$ cat src/rtl/alu_pkg.sv
// Shared definitions for the nibble-serial ALU controller: op codes and FSM states.
// Latency: n/a (package only).
// Backpressure: n/a (package only).
package alu_pkg;

    // Op codes. Bit 2 also selects B inversion and the initial carry-in of the slice.
    localparam logic [2:0] OP_AND = 3'b000;
    localparam logic [2:0] OP_OR  = 3'b001;
    localparam logic [2:0] OP_ADD = 3'b010;
    localparam logic [2:0] OP_SUB = 3'b110;
    localparam logic [2:0] OP_SLT = 3'b111;

    typedef enum logic [1:0] {
        IDLE = 2'd0,
        RUN  = 2'd1,
        DONE = 2'd2
    } state_t;

    function automatic logic op_is_legal(input logic [2:0] op);
        return (op == OP_AND) || (op == OP_OR) || (op == OP_ADD) ||
               (op == OP_SUB) || (op == OP_SLT);
    endfunction

endpackage

$ cat src/rtl/nibble_serial_alu_ctrl.sv
// Sequences a WIDTH-bit ALU op through an external 4-bit slice, LS nibble first.
// Latency: out_valid rises WIDTH/4 edges after the accept edge; one op per WIDTH/4+2 cycles.
// Backpressure: result held stable in DONE until out_ready; in_ready only asserted in IDLE.
//
// Ports:
//   clk, rst_n                       clock, async active-low reset
//   in_valid/in_ready/in_a/in_b/in_op request handshake and operands
//   out_valid/out_ready/out_*        result handshake, result and flags
//   alu_a/alu_b/alu_op/alu_cin/alu_less  drive the external 4-bit slice
//   alu_result/alu_cout/alu_set/alu_overflow  slice response
// Optional: define OP_CHECK_EN to add out_illegal and short-circuit illegal op codes.
module nibble_serial_alu_ctrl
    import alu_pkg::*;
#(
    parameter int WIDTH = 16   // multiple of 4, at least 8
) (
    input  logic             clk,
    input  logic             rst_n,
    input  logic             in_valid,
    output logic             in_ready,
    input  logic [WIDTH-1:0] in_a,
    input  logic [WIDTH-1:0] in_b,
    input  logic [2:0]       in_op,
    output logic             out_valid,
    input  logic             out_ready,
    output logic [WIDTH-1:0] out_result,
    output logic             out_zero,
    output logic             out_cout,
    output logic             out_overflow,
`ifdef OP_CHECK_EN
    output logic             out_illegal,
`endif
    output logic [3:0]       alu_a,
    output logic [3:0]       alu_b,
    output logic [2:0]       alu_op,
    output logic             alu_cin,
    output logic             alu_less,
    input  logic [3:0]       alu_result,
    input  logic             alu_cout,
    input  logic             alu_set,
    input  logic             alu_overflow
);

    localparam int NIBBLES = WIDTH / 4;
    localparam int IDX_W   = $clog2(NIBBLES);
    localparam logic [IDX_W-1:0] LAST_IDX = IDX_W'(NIBBLES - 1);

    state_t               state_q, state_d;
    logic [WIDTH-1:0]     a_q, b_q;
    logic [2:0]           op_q;
    logic [IDX_W-1:0]     idx_q;
    logic                 carry_q;
    logic [WIDTH-1:0]     result_q;
    logic                 zero_q, cout_q, ovf_q;
    logic                 accept, last, skip_run;
    logic [WIDTH-1:0]     merged, final_result;

`ifdef OP_CHECK_EN
    logic illegal_q;
    assign skip_run    = !op_is_legal(in_op);
    assign out_illegal = illegal_q;
`else
    assign skip_run = 1'b0;
`endif

    assign out_valid    = (state_q == DONE);
    assign out_result   = result_q;
    assign out_zero     = zero_q;
    assign out_cout     = cout_q;
    assign out_overflow = ovf_q;
    assign alu_less     = 1'b0;

    // State register
    always_ff @(posedge clk or negedge rst_n) begin
        if (!rst_n) begin
            state_q <= IDLE;
        end else begin
            state_q <= state_d;
        end
    end

    // Next state, handshake and slice drive
    always_comb begin
        state_d  = state_q;
        in_ready = 1'b0;
        accept   = 1'b0;
        last     = 1'b0;
        alu_a    = 4'h0;
        alu_b    = 4'h0;
        alu_op   = 3'b000;
        alu_cin  = 1'b0;
        case (state_q)
            IDLE: begin
                in_ready = 1'b1;
                if (in_valid) begin
                    accept  = 1'b1;
                    state_d = skip_run ? DONE : RUN;
                end
            end
            RUN: begin
                alu_a   = a_q[{idx_q, 2'b00} +: 4];
                alu_b   = b_q[{idx_q, 2'b00} +: 4];
                alu_op  = op_q;
                alu_cin = carry_q;
                if (idx_q == LAST_IDX) begin
                    last    = 1'b1;
                    state_d = DONE;
                end
            end
            DONE: begin
                if (out_ready) begin
                    state_d = IDLE;
                end
            end
            default: state_d = IDLE;
        endcase
    end

    // Result assembly: splice the slice output into the current nibble; SLT replaces
    // the whole word with the sign of the final subtraction.
    always_comb begin
        merged = result_q;
        merged[{idx_q, 2'b00} +: 4] = alu_result;
        final_result = (op_q == OP_SLT) ? WIDTH'(alu_set) : merged;
    end

    // Datapath registers
    always_ff @(posedge clk or negedge rst_n) begin
        if (!rst_n) begin
            a_q      <= '0;
            b_q      <= '0;
            op_q     <= 3'b000;
            idx_q    <= '0;
            carry_q  <= 1'b0;
            result_q <= '0;
            zero_q   <= 1'b0;
            cout_q   <= 1'b0;
            ovf_q    <= 1'b0;
`ifdef OP_CHECK_EN
            illegal_q <= 1'b0;
`endif
        end else if (accept) begin
            a_q      <= in_a;
            b_q      <= in_b;
            op_q     <= in_op;
            idx_q    <= '0;
            carry_q  <= in_op[2];   // +1 completes the two's complement for SUB/SLT
            result_q <= '0;
            zero_q   <= skip_run;   // an illegal op reports a zero result
            cout_q   <= 1'b0;
            ovf_q    <= 1'b0;
`ifdef OP_CHECK_EN
            illegal_q <= skip_run;
`endif
        end else if (state_q == RUN) begin
            carry_q <= alu_cout;
            idx_q   <= idx_q + 1'b1;
            if (last) begin
                result_q <= final_result;
                zero_q   <= (final_result == '0);
                cout_q   <= alu_cout;
                ovf_q    <= ((op_q == OP_ADD) || (op_q == OP_SUB)) ? alu_overflow : 1'b0;
            end else begin
                result_q <= merged;
            end
        end
    end

endmodule

$ cat config.mk
export PLATFORM = sky130hd
export DESIGN_NAME = nibble_serial_alu_ctrl
export DESIGN_NICKNAME = d
export VERILOG_FILES = /design/src/rtl/alu_pkg.sv /design/src/rtl/nibble_serial_alu_ctrl.sv
export SDC_FILE = /design/constraint.sdc
export NUM_CORES = 1
export LEC_CHECK = 0
export BUFFER_PORTS_ARGS = -buffer_cell sky130_fd_sc_hd__buf_2
export CAP_MARGIN = 20
export CORE_MARGIN = 1
export CORE_UTILIZATION = 49
export CTS_BUF_LIST = sky130_fd_sc_hd__clkbuf_8
export DETAILED_ROUTE_END_ITERATION = 7
export GPL_ROUTABILITY_DRIVEN = 0
export PLACE_DENSITY = 0.79
export SLEW_MARGIN = 20
export SYNTH_ARGS = -nofsm -noshare
export SYNTH_HDL_FRONTEND = slang
export SYNTH_SLANG_ARGS = --single-unit
$ cat constraint.sdc
create_clock -name clk -period 2.6 [get_ports clk]
set_clock_uncertainty 0.2 [all_clocks]
set_input_delay 0.13 -clock clk [delete_from_list [all_inputs] [get_ports clk]]
set_output_delay 0.13 -clock clk [all_outputs]
set_load 0.02 [all_outputs]
==> Yosys cells after proc, flatten, opt, wreduce, memory -nomap -nowiden <==
Cells that the tools add are included.
{ "word_totals": {"register_bits": 59, "in_bits": 46, "word_cells": 64} }
{ "classes": {"add_sub_neg": 2, "n_eq_ne": 9, "shifts": 4, "mux": 32, "n_reduce_logical": 7} }
{ "op_table": {"columns": ["op", "count"], "rows": [
  ["two-way mux 16 bit", 4],
  ["indexed part select 16 x 5 -> 4 bit", 2],
  ["two-way mux 1 bit", 18],
  ["bitwise mux 16 bit", 1],
  ["logical NOT 16 bit", 1],
  ["variable shift 4 x 6 -> 16 bit (first input constant)", 1],
  ["indexed part select 4 x 6 -> 16 bit", 1],
  ["two-way mux 2 bit", 5],
  ["two-way mux 4 bit", 2],
  ["equality test 3 bit (second input constant)", 2],
  ["negator 4 -> 6 bit", 1],
  ["case mux 2 bit (3 select lines)", 1],
  ["equality test 2 bit (second input constant)", 2],
  ["!= test 2 bit (second input constant)", 2],
  ["nonzero test 2 bit", 2],
  ["equality test 3 x 2 -> 1 bit (second input constant)", 1],
  ["two-way mux 3 bit", 1],
  ["AND reduction 3 bit", 1],
  ["adder 2 x 1 -> 2 bit (second input constant)", 1],
  ["equality test 2 x 1 -> 1 bit (second input constant)", 1],
  ["logical NOT 2 bit", 1],
  ["!= test 2 x 1 -> 1 bit (second input constant)", 1],
  ["AND reduction 2 bit", 1],
  ["logical OR 1 bit", 1]
]} }

==> Longest topological paths before layout <==
{ "depth": {"ltp_word": 8, "mapped_depth": 8} }

==> Worst setup path before layout <==
OpenSTA, ideal clock, no wires.
{ "synth_timing": {"path_type": "flip-flop to flip-flop", "start": "register idx_q[0]", "end": "register zero_q (netlist: out_zero)", "setup_time_ns": 0.066, "arrival_ns": 2.312, "setup_slack_ns": 0.022, "path_stages_with_launch": 9, "path_buffers": 1, "synth_period_minus_slack_ns": 2.578, "cell_sequence": "dfrtp_1 buf_2 inv_1 ha_1 or4bb_1 a21oi_1 or4_1 nor4_1 a41o_1"} }
{ "synth_via": {"elab_chain_cells": 8, "word_cells_on_any_way": 14, "cone_classes": "1 x add/sub; 1 x eq/ne; 2 x shift; 7 x mux; 3 x reduce/logical"} }
{ "synth_rtl": {"columns": ["item", "line_no", "rtl"], "rows": [
  ["from (decl)", "nibble_serial_alu_ctrl.sv:51", "logic [IDX_W-1:0] idx_q;"],
  ["from (signal assigned)", "nibble_serial_alu_ctrl.sv:157", "idx_q <= idx_q + 1'b1;"],
  ["negator 4 -> 6 bit", "nibble_serial_alu_ctrl.sv:123", "merged[{idx_q, 2'b00} +: 4] = alu_result;"],
  ["indexed part select 4 x 6 -> 16 bit or variable shift 4 x 6 -> 16 bit (tied branches)", "nibble_serial_alu_ctrl.sv:123", null],
  ["bitwise mux 16 bit", "nibble_serial_alu_ctrl.sv:123", null],
  ["two-way mux 16 bit", "nibble_serial_alu_ctrl.sv:124", "final_result = (op_q == OP_SLT) ? WIDTH'(alu_set) : merged;"],
  ["logical NOT 16 bit", "nibble_serial_alu_ctrl.sv:160", "zero_q <= (final_result == '0);"],
  ["two-way mux 1 bit", "nibble_serial_alu_ctrl.sv:158", "if (last) begin"],
  ["two-way mux 1 bit", "nibble_serial_alu_ctrl.sv:155", "end else if (state_q == RUN) begin"],
  ["two-way mux 1 bit", "nibble_serial_alu_ctrl.sv:142", "end else if (accept) begin"],
  ["to (signal assigned)", "nibble_serial_alu_ctrl.sv:149", "zero_q <= skip_run;"],
  ["to (signal assigned)", "nibble_serial_alu_ctrl.sv:160", null],
  ["to (decl)", "nibble_serial_alu_ctrl.sv:54", "logic zero_q, cout_q, ovf_q;"]
]} }
Several ways; a longest one is shown, not always the timed one. The select of a mux whose other input is x is not followed.
A chain may end at the register's enable or synchronous reset.

==> Final worst setup path <==
{ "layout_timing": {"start": "register idx_q[1]", "end": "register zero_q (netlist: out_zero)"} }
Same word-level chain as after synthesis.

==> metrics <==
Via Count=~2,300; clk_lat worst skew=approximately 0.34 ns; Lkg Pwr=0.001888 uW; main combinational cell family by area after synthesis=multiplexers; Stages on worst setup path=7; syn_area_per_cell=approximately 12 um2; Core Util, Final=between 70 and 80%; final worst path period need=2.435 ns; # DRC=0; Hold WC Path Type=input pin to flip-flop; Post-synth EDFFs=0; Vias/cell=roughly 5.3; Synth area leader=dfrtp_1; Die Y=77.83 um; FF+latch count, synth=between 50 and 60; R2R Path End=out_zero$_DFFE_PN0P_; initial antenna violation count=1; Async SR Flop Fraction=100.0%; warnings from Yosys=0; met1 usage=27.36%; WP buf/inv=1; Peak VDD IR=0.5701 mV; Final Cycle Share=between 90% and 100%; area share of fa/ha/maj cells after synthesis=around 2.7%; GR Util met2=40.62%; final hold vios=0; layout cells sized above 1=39.78%; Cell Chain, Critical Path=inv_1 > ha_1 > or4bb_1 > a21oi_1 > or4_1 > nor4_1 > a41o_1; Routed wire per std cell=15.45 um; Worst path slowest cell=or4_1; commonest cells after routing, fill and taps aside=buf_2 (78), dfrtp_1 (59), dlygate4sd3_1 (44); setup TNS=0 ns; CTS root buf=clkbuf_8; Mapped Nets=approximately 280; commonest non-fill, non-tap cell in the layout=buf_2; WS Path Type=flip-flop to flip-flop; final WL=6719 um; Rows=27; I/O Pins=80; Num CTS Buffers=9; Die X=77.83 um; Main synth FF type=dfrtp_1; CP Launch Type=flip-flop; final-stage net count=~400; RSZ-0062 raised after global routing=false; worst reg2reg path startpoint=idx_q[1]$_DFFE_PN0P_; PwrDens=1159 mW/mm2; IO buf count=78; crit-path leading delay family=simple AND/OR/NAND/NOR gates; CP startpoint=idx_q[1]$_DFFE_PN0P_; Yosys cell types=44; grt total ovfl=0; final setup violating endpoints=0; Starting Density=50.86%; area fraction in compound gates after synthesis=between 10% and 20%; final instance area=around 0.0039 mm2; H-tree Lvls=3; Worst Reg-to-Reg Cells=7; pre-CTS setup slack=between 0.2 and 0.25 ns; Simple-Gate Fraction of Synth Area=a little under an eighth; Max Slew Vio Count=0; Critical Path AT=between 2 and 3 ns; Max Clk Rate=410.7 MHz; Gate Count Post-Synth=230; post-synthesis mux area share=20.34%; DIE AREA=0.006058 mm2; post-DP HPWL=4407 um; TritonCTS clock tree=yes; critical hold path startpoint=in_valid; R2R Setup Slk=about 0.16 ns; Worst slew margin=41.99%; Critical Path RT=2.66 ns; MaxCap Viol Count=0; Area Overhead vs Synth=39.83%; Post-CTS Resized=0; first-pass GRT wire length=~11,000 um; mapped cell area=0.002818 mm2; vias in the first global route=between 2,000 and 2,500; Tightest Pin Transition=a little under 0.9 ns; post-synthesis sequential area ratio=52.40%; Longest Clk Path Bufs=2; Detail Route Antenna Nets=0; critical path endpoint category=flip-flop; fin worst setup slack=0.1650 ns; Worst-path clk slew=approximately 0.060 ns; top-area cell type share of the netlist area=52.40%; 1st-iter DRT viols=about 160; gr usage total=about a quarter; core box area=around 0.0055 mm2; XOR/XNOR share of the synthesized area=0%; DP Area=about 0.0033 mm2; DRT Pass-1 Iters=4; gr busiest metal=met2; top cells by area, synth=dfrtp_1 (52%), mux2_2 (13%), mux4_2 (6.4%); Worst path max stage delay=0.47 ns; Hold EP=out_result[15]$_DFFE_PN0P_; met3 layer usage reported by global route=roughly 7.4%; worst hold path stage count=5; Crit Path Max Fanout=6; status=completed; Sink Count=59; largest net degree at the start of global routing=42
-- worst max path at each step --
stage	slack, ns	end
floorplan	0.02	out_zero$_DFFE_PN0P_
global placement	0.31	out_zero$_DFFE_PN0P_
detailed placement	0.24	out_zero$_DFFE_PN0P_
CTS	0.20	out_zero$_DFFE_PN0P_
global route	0.05	out_zero$_DFFE_PN0P_
finish	0.16	out_zero$_DFFE_PN0P_
-- what timing repair did --
item                                   4_1_cts  5_1_grt
endpoints found under the hold margin       90        0
setup buffers                                0        0
hold buffers                                44        0
-- synth_stat cells, types with 2 or more instances --
cell type  count
a21oi_1        6
a22o_1        10
a31oi_1        3
a32o_1         2
and2_1        13
buf_2          5
clkbuf_1       5
dfrtp_1       59
ha_1           6
inv_1          5
mux2_1         2
mux2_2        32
mux4_2         8
nand2_1       13
nand2b_1       2
nand3_1        2
nor2_1        13
nor2b_1        3
nor3_1         3
nor4_1         2
o21ai_0       12
o22ai_1        2
-- where the power goes --
| part | internal [uW] | switching [uW] |
|---|---|---|
| clock network | 487 | 352 |
| registers | 1310 | 238 |
| logic | 1040 | 1150 |
| total | 2830 | 1740 |
-- kinds of logic (layout without fill, tap and decap cells) --
group,after synthesis,count (layout)
and+or+nand+nor,61,61
DFF,59,59
AOI/OAI and AO/OA,43,43
muxes,43,43
buffers and inverters,17,149
adders and majority gates,6,6
other,1,2
-- state kept, by name, indices dropped and copies added (netlist names) --
signal        flops
a_q              16
b_q              16
out_result       16
op_q              3
idx_q             2
state_q           2
carry_q           1
out_cout          1
out_overflow      1
out_zero          1
-- worst min-delay path, cell delays in order --
cell and delay (ns):
buf_2 0.11, nor2_1 0.11, or2_2 0.15, nand2_1 0.05, o21ai_0 0.06
-- per-layer routing --
metal	share of wire, %	routed length, um	vias to the layer above
li1	-	-	1092
met1	41	2746	1096
met2	50	3354	93
met3	5.3	357	28
met4	3.9	261	0
met5	0	0	-
-- metrics by stage --
step | instances | total power [uW] | hold WS (ns)
6_report | 435 | 4568 | 0.1130
5_1_grt | 435 | 4855 | 0.1700
4_1_cts | 434 | 4565 | 0.1007
3_5_place_dp | 375 | 3669 | 0.09043
3_3_place_gp | 375 | 3599 | 0.08799
2_1_floorplan | 230 | 3060 | -0.3656
-- layout make-up --
| type | instances | area (um2) |
|---|---|---|
| Antenna cell | 1 | 2.502 |
| Tap cell | 72 | 90.09 |
| Inverter | 5 | 18.77 |
| Clock inverter | 4 | 50.05 |
| Fill cell | 399 | 1600 |
| Clock buffer | 11 | 151.4 |
| Multi-Input combinational cell | 154 | 1267 |
| Timing Repair Buffer | 129 | 883.3 |
| Sequential cell | 59 | 1476 |
(Power assumes the default switching activity.)
